`src/rtl/bus_ctrl_pkg.sv`:
```
// Shared definitions for the system-bus controller: FSM state encoding,
// default error word, counter width and small decode helpers.
package bus_ctrl_pkg;

  // Four-state access sequencer, 2-bit encoding.
  typedef enum logic [1:0] {
    ST_IDLE = 2'd0,
    ST_MEM  = 2'd1,
    ST_IO   = 2'd2,
    ST_DONE = 2'd3
  } bus_state_e;

  // Read data returned when a peripheral never acknowledges.
  localparam logic [31:0] DEFAULT_ERR_WORD = 32'hFFFF_FFFF;

  // Width of the shared wait / timeout down-counter.
  localparam int CNT_WIDTH = 8;

  // A CPU access is pending whenever either strobe is high.
  function automatic logic is_request(input logic re, input logic we);
    return re | we;
  endfunction

endpackage

```
`src/rtl/bus_ctrl_if.sv`:
```
// Bundle of CPU data-bus, SRAM and peripheral-port signals seen by bus_ctrl.
// The slave modport is the controller; the master modport is everything
// around it (CPU, SRAM, peripherals).
interface bus_ctrl_if #(
  parameter int SRAM_ADDR_WIDTH = 16
) ();

  // CPU data bus
  logic [31:0]                db_addr;
  logic [31:0]                db_dataOut;
  logic                       db_re;
  logic                       db_we;
  logic                       db_io;
  logic [31:0]                db_dataIn;
  logic                       db_ready;
  logic                       bus_err;

  // Synchronous SRAM
  logic [SRAM_ADDR_WIDTH-1:0] sram_addr;
  logic [31:0]                sram_wdata;
  logic [31:0]                sram_rdata;
  logic                       sram_ce;
  logic                       sram_oe;
  logic                       sram_we;

  // Peripheral req/ack port
  logic [31:0]                io_addr;
  logic [31:0]                io_wdata;
  logic [31:0]                io_rdata;
  logic                       io_req;
  logic                       io_we;
  logic                       io_ack;

  modport slave (
    input  db_addr, db_dataOut, db_re, db_we, db_io,
    output db_dataIn, db_ready, bus_err,
    output sram_addr, sram_wdata, sram_ce, sram_oe, sram_we,
    input  sram_rdata,
    output io_addr, io_wdata, io_req, io_we,
    input  io_rdata, io_ack
  );

  modport master (
    output db_addr, db_dataOut, db_re, db_we, db_io,
    input  db_dataIn, db_ready, bus_err,
    input  sram_addr, sram_wdata, sram_ce, sram_oe, sram_we,
    output sram_rdata,
    output io_rdata, io_ack,
    input  io_addr, io_wdata, io_req, io_we
  );

endinterface

```
`src/rtl/bus_wait_counter.sv`:
```
// Loadable 8-bit down-counter shared by the SRAM wait-state sequence and the
// peripheral timeout. It stops at zero and flags it.
module bus_wait_counter
  import bus_ctrl_pkg::*;
(
  input  logic                 clk,
  input  logic                 res,
  input  logic                 load,
  input  logic                 en,
  input  logic [CNT_WIDTH-1:0] load_val,
  output logic                 zero
);

  logic [CNT_WIDTH-1:0] count_r;

  // Load takes priority; otherwise count down while enabled, saturating at 0.
  always_ff @(posedge clk) begin
    if (!res) begin
      count_r <= '0;
    end else if (load) begin
      count_r <= load_val;
    end else if (en && (count_r != '0)) begin
      count_r <= count_r - 8'd1;
    end
  end

  assign zero = (count_r == '0);

endmodule

```
`src/rtl/bus_ctrl.sv`:
```
// System-bus controller: turns CPU data-bus accesses into fixed-latency SRAM
// cycles or timeout-guarded req/ack peripheral cycles, then returns read data
// with a one-cycle ready pulse. All outputs are registered.
module bus_ctrl
  import bus_ctrl_pkg::*;
#(
  parameter int          SRAM_ADDR_WIDTH = 16,
  parameter int          WAIT_STATES     = 1,
  parameter int          IO_TIMEOUT      = 64,
  parameter logic [31:0] ERR_WORD        = DEFAULT_ERR_WORD
) (
  input logic      clk,
  input logic      res,
  bus_ctrl_if.slave bus
);

  localparam logic [CNT_WIDTH-1:0] WAIT_LOAD = CNT_WIDTH'(WAIT_STATES);
  localparam logic [CNT_WIDTH-1:0] IO_LOAD   = CNT_WIDTH'(IO_TIMEOUT - 1);

  bus_state_e           state_r;
  logic                 write_r;
  logic                 cnt_load_s;
  logic                 cnt_en_s;
  logic                 cnt_zero_s;
  logic [CNT_WIDTH-1:0] cnt_val_s;

  // Counter is armed on leaving IDLE with the length of the coming phase.
  always_comb begin
    cnt_load_s = 1'b0;
    cnt_val_s  = WAIT_LOAD;
    if ((state_r == ST_IDLE) && is_request(bus.db_re, bus.db_we)) begin
      cnt_load_s = 1'b1;
      if (bus.db_io) begin
        cnt_val_s = IO_LOAD;
      end else begin
        cnt_val_s = WAIT_LOAD;
      end
    end else begin
      cnt_load_s = 1'b0;
    end
  end

  assign cnt_en_s = (state_r == ST_MEM) || (state_r == ST_IO);

  bus_wait_counter u_wait_counter (
    .clk      (clk),
    .res      (res),
    .load     (cnt_load_s),
    .en       (cnt_en_s),
    .load_val (cnt_val_s),
    .zero     (cnt_zero_s)
  );

  // Access sequencer with registered outputs. The SRAM/IO address and data
  // registers double as the latch of the CPU request taken in IDLE.
  always_ff @(posedge clk) begin
    if (!res) begin
      state_r        <= ST_IDLE;
      write_r        <= 1'b0;
      bus.db_dataIn  <= 32'h0000_0000;
      bus.db_ready   <= 1'b0;
      bus.bus_err    <= 1'b0;
      bus.sram_addr  <= '0;
      bus.sram_wdata <= 32'h0000_0000;
      bus.sram_ce    <= 1'b0;
      bus.sram_oe    <= 1'b0;
      bus.sram_we    <= 1'b0;
      bus.io_addr    <= 32'h0000_0000;
      bus.io_wdata   <= 32'h0000_0000;
      bus.io_req     <= 1'b0;
      bus.io_we      <= 1'b0;
    end else begin
      case (state_r)
        ST_IDLE: begin
          if (is_request(bus.db_re, bus.db_we)) begin
            // A simultaneous read and write strobe is treated as a write.
            write_r <= bus.db_we;
            if (bus.db_io) begin
              state_r      <= ST_IO;
              bus.io_req   <= 1'b1;
              bus.io_we    <= bus.db_we;
              bus.io_addr  <= bus.db_addr;
              bus.io_wdata <= bus.db_dataOut;
            end else begin
              state_r       <= ST_MEM;
              bus.sram_ce   <= 1'b1;
              bus.sram_addr <= bus.db_addr[SRAM_ADDR_WIDTH+1:2];
              bus.sram_we   <= bus.db_we;
              bus.sram_oe   <= ~bus.db_we;
              if (bus.db_we) begin
                bus.sram_wdata <= bus.db_dataOut;
              end
            end
          end
        end

        ST_MEM: begin
          if (cnt_zero_s) begin
            if (!write_r) begin
              bus.db_dataIn <= bus.sram_rdata;
            end
            bus.sram_ce  <= 1'b0;
            bus.sram_oe  <= 1'b0;
            bus.sram_we  <= 1'b0;
            bus.db_ready <= 1'b1;
            state_r      <= ST_DONE;
          end
        end

        ST_IO: begin
          // An ack on the final timeout cycle still wins over the timeout.
          if (bus.io_ack) begin
            if (!write_r) begin
              bus.db_dataIn <= bus.io_rdata;
            end
            bus.io_req   <= 1'b0;
            bus.db_ready <= 1'b1;
            state_r      <= ST_DONE;
          end else if (cnt_zero_s) begin
            if (!write_r) begin
              bus.db_dataIn <= ERR_WORD;
            end
            bus.bus_err  <= 1'b1;
            bus.io_req   <= 1'b0;
            bus.db_ready <= 1'b1;
            state_r      <= ST_DONE;
          end
        end

        ST_DONE: begin
          bus.db_ready <= 1'b0;
          state_r      <= ST_IDLE;
        end

        default: begin
          bus.db_ready <= 1'b0;
          bus.sram_ce  <= 1'b0;
          bus.sram_oe  <= 1'b0;
          bus.sram_we  <= 1'b0;
          bus.io_req   <= 1'b0;
          state_r      <= ST_IDLE;
        end
      endcase
    end
  end

endmodule

```
`src/flat_wrapper.sv`:
```
// flat-port wrapper written by rule: the top's interface ports become plain ports
module bus_ctrl_flat import bus_ctrl_pkg::*;
#(
  parameter int          SRAM_ADDR_WIDTH = 16,
  parameter int          WAIT_STATES     = 1,
  parameter int          IO_TIMEOUT      = 64,
  parameter logic [31:0] ERR_WORD        = DEFAULT_ERR_WORD
)
  (clk, res, bus_db_addr, bus_db_dataOut, bus_db_re, bus_db_we, bus_db_io, bus_db_dataIn, bus_db_ready, bus_bus_err, bus_sram_addr, bus_sram_wdata, bus_sram_ce, bus_sram_oe, bus_sram_we, bus_sram_rdata, bus_io_addr, bus_io_wdata, bus_io_req, bus_io_we, bus_io_rdata, bus_io_ack);
  bus_ctrl_if #(.SRAM_ADDR_WIDTH(SRAM_ADDR_WIDTH)) bus_i ();
  input logic clk;
  input logic res;
  input wire logic [$bits(bus_i.db_addr)-1:0] bus_db_addr;
  input wire logic [$bits(bus_i.db_dataOut)-1:0] bus_db_dataOut;
  input wire logic [$bits(bus_i.db_re)-1:0] bus_db_re;
  input wire logic [$bits(bus_i.db_we)-1:0] bus_db_we;
  input wire logic [$bits(bus_i.db_io)-1:0] bus_db_io;
  output wire logic [$bits(bus_i.db_dataIn)-1:0] bus_db_dataIn;
  output wire logic [$bits(bus_i.db_ready)-1:0] bus_db_ready;
  output wire logic [$bits(bus_i.bus_err)-1:0] bus_bus_err;
  output wire logic [$bits(bus_i.sram_addr)-1:0] bus_sram_addr;
  output wire logic [$bits(bus_i.sram_wdata)-1:0] bus_sram_wdata;
  output wire logic [$bits(bus_i.sram_ce)-1:0] bus_sram_ce;
  output wire logic [$bits(bus_i.sram_oe)-1:0] bus_sram_oe;
  output wire logic [$bits(bus_i.sram_we)-1:0] bus_sram_we;
  input wire logic [$bits(bus_i.sram_rdata)-1:0] bus_sram_rdata;
  output wire logic [$bits(bus_i.io_addr)-1:0] bus_io_addr;
  output wire logic [$bits(bus_i.io_wdata)-1:0] bus_io_wdata;
  output wire logic [$bits(bus_i.io_req)-1:0] bus_io_req;
  output wire logic [$bits(bus_i.io_we)-1:0] bus_io_we;
  input wire logic [$bits(bus_i.io_rdata)-1:0] bus_io_rdata;
  input wire logic [$bits(bus_i.io_ack)-1:0] bus_io_ack;
  assign bus_i.db_addr = bus_db_addr;
  assign bus_i.db_dataOut = bus_db_dataOut;
  assign bus_i.db_re = bus_db_re;
  assign bus_i.db_we = bus_db_we;
  assign bus_i.db_io = bus_db_io;
  assign bus_db_dataIn = bus_i.db_dataIn;
  assign bus_db_ready = bus_i.db_ready;
  assign bus_bus_err = bus_i.bus_err;
  assign bus_sram_addr = bus_i.sram_addr;
  assign bus_sram_wdata = bus_i.sram_wdata;
  assign bus_sram_ce = bus_i.sram_ce;
  assign bus_sram_oe = bus_i.sram_oe;
  assign bus_sram_we = bus_i.sram_we;
  assign bus_i.sram_rdata = bus_sram_rdata;
  assign bus_io_addr = bus_i.io_addr;
  assign bus_io_wdata = bus_i.io_wdata;
  assign bus_io_req = bus_i.io_req;
  assign bus_io_we = bus_i.io_we;
  assign bus_i.io_rdata = bus_io_rdata;
  assign bus_i.io_ack = bus_io_ack;
  bus_ctrl #(.SRAM_ADDR_WIDTH(SRAM_ADDR_WIDTH), .WAIT_STATES(WAIT_STATES), .IO_TIMEOUT(IO_TIMEOUT), .ERR_WORD(ERR_WORD)) u_core (.clk(clk), .res(res), .bus(bus_i));
endmodule
```
`config.mk`:
```
export PLATFORM = sky130hd
export DESIGN_NAME = bus_ctrl_flat
export DESIGN_NICKNAME = d
export VERILOG_FILES = /design/src/rtl/bus_ctrl_pkg.sv /design/src/rtl/bus_ctrl_if.sv /design/src/rtl/bus_wait_counter.sv /design/src/rtl/bus_ctrl.sv /design/src/flat_wrapper.sv
export SDC_FILE = /design/constraint.sdc
export NUM_CORES = 1
export LEC_CHECK = 0
export CORE_AREA = 2 2 134 136
export DETAILED_ROUTE_END_ITERATION = 10
export DIE_AREA = 0 0 136 138
export PLACE_DENSITY = 0.76
export SKIP_LAST_GASP = 1
export SLEW_MARGIN = 10
export SYNTH_ARGS = -nofsm -noshare
export SYNTH_HDL_FRONTEND = slang
export SYNTH_HIERARCHICAL = 1
export SYNTH_SLANG_ARGS = --single-unit
```
`constraint.sdc`:
```
create_clock -name clk -period 2.33 [get_ports clk]
set_clock_uncertainty 0.2 [all_clocks]
set_input_delay 0.466 -clock clk [delete_from_list [all_inputs] [get_ports clk]]
set_output_delay 0.466 -clock clk [all_outputs]
set_load 0.05 [all_outputs]
```
**After elaboration in Yosys (flattened, before gate mapping)**

Index checks and enable logic that the tools add are counted.

- Flip-flop bits (word level): 162
- Output and inout bits: 151
- Input bits: 134
- Logic and storage cells: 83

- Reduce and logical (&&, ||, !) cells: 19
- Bitwise operators: 4
- Multiplexer cells: 34
- $add $sub $neg: 1
- Equal/unequal tests: 10

Operators with widths:

| operator | count |
|---|---|
| $mux 32 | 6 |
| $pmux 32 s2 | 1 |
| $mux 8 | 3 |
| $mux 1 | 13 |
| $reduce_and 4->1 | 3 |
| $ne 2x2->1 const B | 5 |
| $reduce_and 3->1 | 3 |
| $logic_not 8->1 | 1 |
| $mux 2 | 4 |
| $pmux 1 s2 | 4 |
| $pmux 2 s4 | 1 |
| $reduce_bool 2->1 | 4 |
| $reduce_bool 8->1 | 1 |
| $sub 8x1->8 const B | 1 |
| $mux 6 | 1 |
| $reduce_and 5->1 | 1 |
| $eq 2x2->1 const B | 2 |
| $ne 3x2->1 const B | 1 |
| $not 1->1 | 3 |
| $pmux 1 s3 | 1 |
| $reduce_bool 3->1 | 1 |
| $eq 2x1->1 const B | 1 |
| $logic_and 1x1->1 | 2 |
| $logic_not 2->1 | 1 |
| 4 further kinds | 4 |

**Logic depth before layout (Yosys ltp)**

- Word-level depth: 5
- Depth in mapped cells: 11
- Mapped depth without buffers: 8

**By module**

Netlist, hierarchy kept.

Modules (own cells, without submodules):

| module | cells each | sequential area each (µm²) | area an instance (µm²) | times used |
|---|---|---|---|---|
| bus_ctrl | 720 | 3083.0 | 5959.5 | 1 |
| bus_wait_counter | 59 | 160.2 | 511.7 | 1 |

**Worst setup path after synthesis**

OpenSTA, ideal clock, no wires.

- Path kind: reg-to-reg
- Start point: register u_core.u_wait_counter.count_r[2]
- End point: register u_core.bus.db_dataIn[10]
- Setup slack: -0.093 ns
- Clock period less this slack: 2.423 ns
- Arrival: 2.106 ns
- Path buffers: 3
- Stages on the path, launching flop included: 10
- Library setup time: 0.117 ns
- Cell sequence: dfxtp_1 or4_4 nor4_1 buf_2 mux2i_1 or3_1 buf_6 buf_6 nand3_1 o21ai_2

- Word-level cells in the longest chain between the ends: 3
- Elaborated cells on any way between the ends: 4

Ends and longest elaborated chain:

| item | line | text |
|---|---|---|
| from (decl) | bus_wait_counter.sv:14 | `logic [CNT_WIDTH-1:0] count_r;` |
| from (signal assigned) | bus_wait_counter.sv:21 | `count_r <= load_val;` |
| from (signal assigned) | bus_wait_counter.sv:23 | `count_r <= count_r - 8'd1;` |
| $logic_not 8->1 * | bus_wait_counter.sv:27 | `assign zero = (count_r == '0);` |
| net u_core.cnt_zero_s | bus_ctrl.sv:24 | `logic cnt_zero_s;` |
| $ne 3x2->1 (no source line) or $ne 2x1->1 (tied branches) | -- |  |
| $reduce_and 5->1 (no source line) * | -- |  |
| to (signal assigned) | bus_ctrl.sv:100 | `bus.db_dataIn <= bus.sram_rdata;` |
| to (signal assigned) | bus_ctrl.sv:114 | `bus.db_dataIn <= bus.io_rdata;` |
| to (decl) | bus_ctrl_if.sv:36 | `output db_dataIn, db_ready, bus_err,` |

Mark *: on every way through the listed nets, which the timed path passes. The rest lies on a longest branch.
A chain may end at the register's enable or synchronous reset.

**Worst setup path after layout**

- Start point: register u_core.u_wait_counter.count_r[5]
- End point: register u_core.bus.db_dataIn[23]

Same word-level chain as after synthesis.

==> results.ini <==
[run_status]
failed_checks = setup timing
status = finished with violations

[power]
pwr_density_cell_nw_per_um2 = 946
max-vdd-ir-drop_mv = 0.481
finalPower_uw = 9800
power.leakage_uw = 0.00380

[final_layout]
nNetsFinal = 1205
fin_cells = 1303
finalCoreUtilization_pct = 59.1
most-common-layout-cells = clkdlybuf4s50_1, nand2_1, dfxtp_1
syn_to_final_growth_pct = 60.0
final_common_cell = clkdlybuf4s50_1
fill_cells = 1608
diodes = 0
drive_gt1_share_pct = 11.5

[flow_run]
timing.max_cap.violations = 0

[synthesis]
yosys_warnings = 6
avgSynthCellArea_sq_um = 8.31
synth_seq_cells = 162
synth_cells = 779
ys_types = 47
synthArstFlopShare_pct = 0
synth_edf_count = 0
netlist_area_sq_um = 6470
synth_ff_type = dfxtp_1
ys_seq_area_share_pct = 50.1

[timing]
setup_slack_ns = -0.0236
slew_violations = 0
slew_headroom_pct = 61.1
grt_setup_unrepaired = true
fin_tns_setup_ns = -0.395
finalHoldViolations = 0
whs_ns = 0.193
fmax_mhz = 425
min_period_ns = 2.35
min_period_over_period_pct = 101
setup_viol = 28
worst_pin_slew_ns = 0.582

[cts]
cts_made_buffers = 17
cts_max_level = 4
cts_tree = done
cts_root_buf = clkbuf_16
clk_path_buf_depth = 2
clk_pin_slew_ns = 0.06
clock-sinks = 162
clkLatencyLatePin_ns = 0.41
hold_buffers = 0
cts_setup_buffers = 0

[global_route]
grt_pass1_vias = 6235
antenna_found_initial = 0
grt_use_total_pct = 21.3
grt_overflow = 0
grt_max_degree = 53
grt_first_pass_wirelength_microns = 31900

[route]
vias = 6439
first_pass_iters = 7
ant_nets = 0
routed_via_density = 4.94
drt-total-wl_microns = 20500
wire_per_inst_microns = 15.7
drt_iter0_drc = 334
drc_errors = 0

[floorplan]
start_util_pct = 36.9
rows = 49
dieHeight_microns = 138
die_w_microns = 136
core_area_sq_um = 17500
num_io_pins = 285
die-area_sq_um = 18800

[place]
dp.final_hpwl_microns = 14500
dp_cells = 1270
io_buffers = 284
place_congestion = 0.828

[worst_setup_path]
cp.arrival_ns = 2.46
cp-end-kind = flop
cp_max_fo = 14
worstPathRequired_ns = 2.43
start_kind = flop
crit_type = reg -> reg

[worst_hold_path]
hold_path.class = in -> reg

==> worst max-delay path, cell delays in order (launching register included) <==
cell and delay (ns):
dfxtp_1 0.31, or4_4 0.54, nor4_2 0.15, buf_4 0.16, mux2i_1 0.07, or3_4 0.46
buf_12 0.18, nand3_1 0.10, o21ai_2 0.06
==> routing by layer <==
| metal | up-vias | track usage, % | routed length, microns |
|---|---|---|---|
| li1 | 3225 | - | - |
| met5 | - | 0 | 0 |
| met3 | 34 | 8.07 | 1970 |
| met4 | 0 | 8.39 | 512 |
| met1 | 2957 | 24.5 | 8250 |
| met2 | 223 | 35.5 | 9730 |
==> power by group <==
part / switching [uW] / leakage (uW) / internal, uW
Sequential: 193 / 0.00132 / 3130
Clock: 1180 / 0.000256 / 1410
Combinational: 2380 / 0.00222 / 1500
==> worst paths after layout <==
kind | startpoint | to | slack [ns] | cells after the start
min | res | u_core/u_wait_counter/count_r[0] | 0.19 | 2
max reg2reg | u_core/u_wait_counter/count_r[5] | u_core/bus.db_dataIn[23] | -0.02 | 8
max | u_core/u_wait_counter/count_r[5] | u_core/bus.db_dataIn[23] | -0.02 | 8
min reg2reg | u_core/bus.sram_addr[8] | u_core/bus.sram_addr[8] | 0.25 | 2
==> synth_stat cells, types with 2 or more instances <==
master / instances / area [sq um]
a211oi_1: 2 / 15.0
a21oi_1: 123 / 616
a31oi_1: 3 / 18.8
and2_1: 2 / 12.5
buf_2: 23 / 115
buf_6: 7 / 78.8
clkbuf_1: 30 / 113
clkbuf_2: 2 / 10.0
conb_1: 2 / 7.51
dfxtp_1: 162 / 3240
ha_1: 9 / 113
inv_1: 13 / 48.8
mux2i_1: 2 / 20.0
nand2_1: 232 / 871
nand2b_1: 3 / 18.8
nand3_1: 38 / 190
nand3b_1: 2 / 15.0
nor2_1: 12 / 45.0
nor2b_1: 3 / 18.8
nor3_1: 4 / 20.0
nor3b_1: 4 / 30.0
o211ai_1: 3 / 22.5
o21a_1: 3 / 22.5
o21ai_0: 8 / 40.0
o21ai_2: 32 / 280
o221ai_1: 30 / 263
o31ai_1: 3 / 22.5
xnor2_1: 3 / 26.3
==> stage by stage <==
step / setup WS, ns / cell area, sq um
2_1_floorplan: -0.0558 / 6490
3_3_place_gp: -0.169 / 9740
3_5_place_dp: -0.157 / 9740
4_1_cts: 0.00556 / 10300
5_1_grt: -0.0850 / 10400
6_report: -0.0236 / 10400
==> final cells by class <==
type	count	area (sq um)	share of cell area, %
clock buffers	19	443	4.28
clock inverters	12	101	0.979
inverters	13	50.0	0.483
flip-flops and latches	162	3240	31.3
repair buffers	326	3330	32.2
multi-input cells	542	2900	28.0
well taps	229	287	2.77
==> cells by family (layout without fill, tap and decap cells) <==
group | count (synthesis) | after routing | share of synthesized area, %
XOR/XNOR | 3 | 3 | 0.406
AO/OA/AOI/OAI | 215 | 215 | 21.5
flip-flops | 162 | 162 | 50.1
adder cells (fa/ha/maj) | 9 | 9 | 1.74
multiplexers | 2 | 2 | 0.309
AND/OR/NAND/NOR | 310 | 310 | 20.1
buffers and inverters | 76 | 370 | 5.70
other | 2 | 3 | 0.116
==> sequential cells by signal, summed over array words and instances (netlist names) <==
register,flops
u_core/bus.io_we,1
u_core/state_r,2
u_core/bus.sram_oe,1
u_core/bus.sram_addr,16
u_core/u_wait_counter/count_r,8
u_core/bus.db_dataIn,32
u_core/write_r,1
u_core/bus.io_wdata,32
u_core/bus.bus_err,1
u_core/bus.sram_we,1
u_core/bus.io_req,1
u_core/bus.sram_ce,1
u_core/bus.db_ready,1
u_core/bus.sram_wdata,32
u_core/bus.io_addr,32
==> what timing repair did <==
action	in CTS	in global routing
setup endpoints to repair	32	37
gates resized for setup	3	5
pin swaps	1	0
gates cloned	1	1
Power figures use the tool's default switching activity.
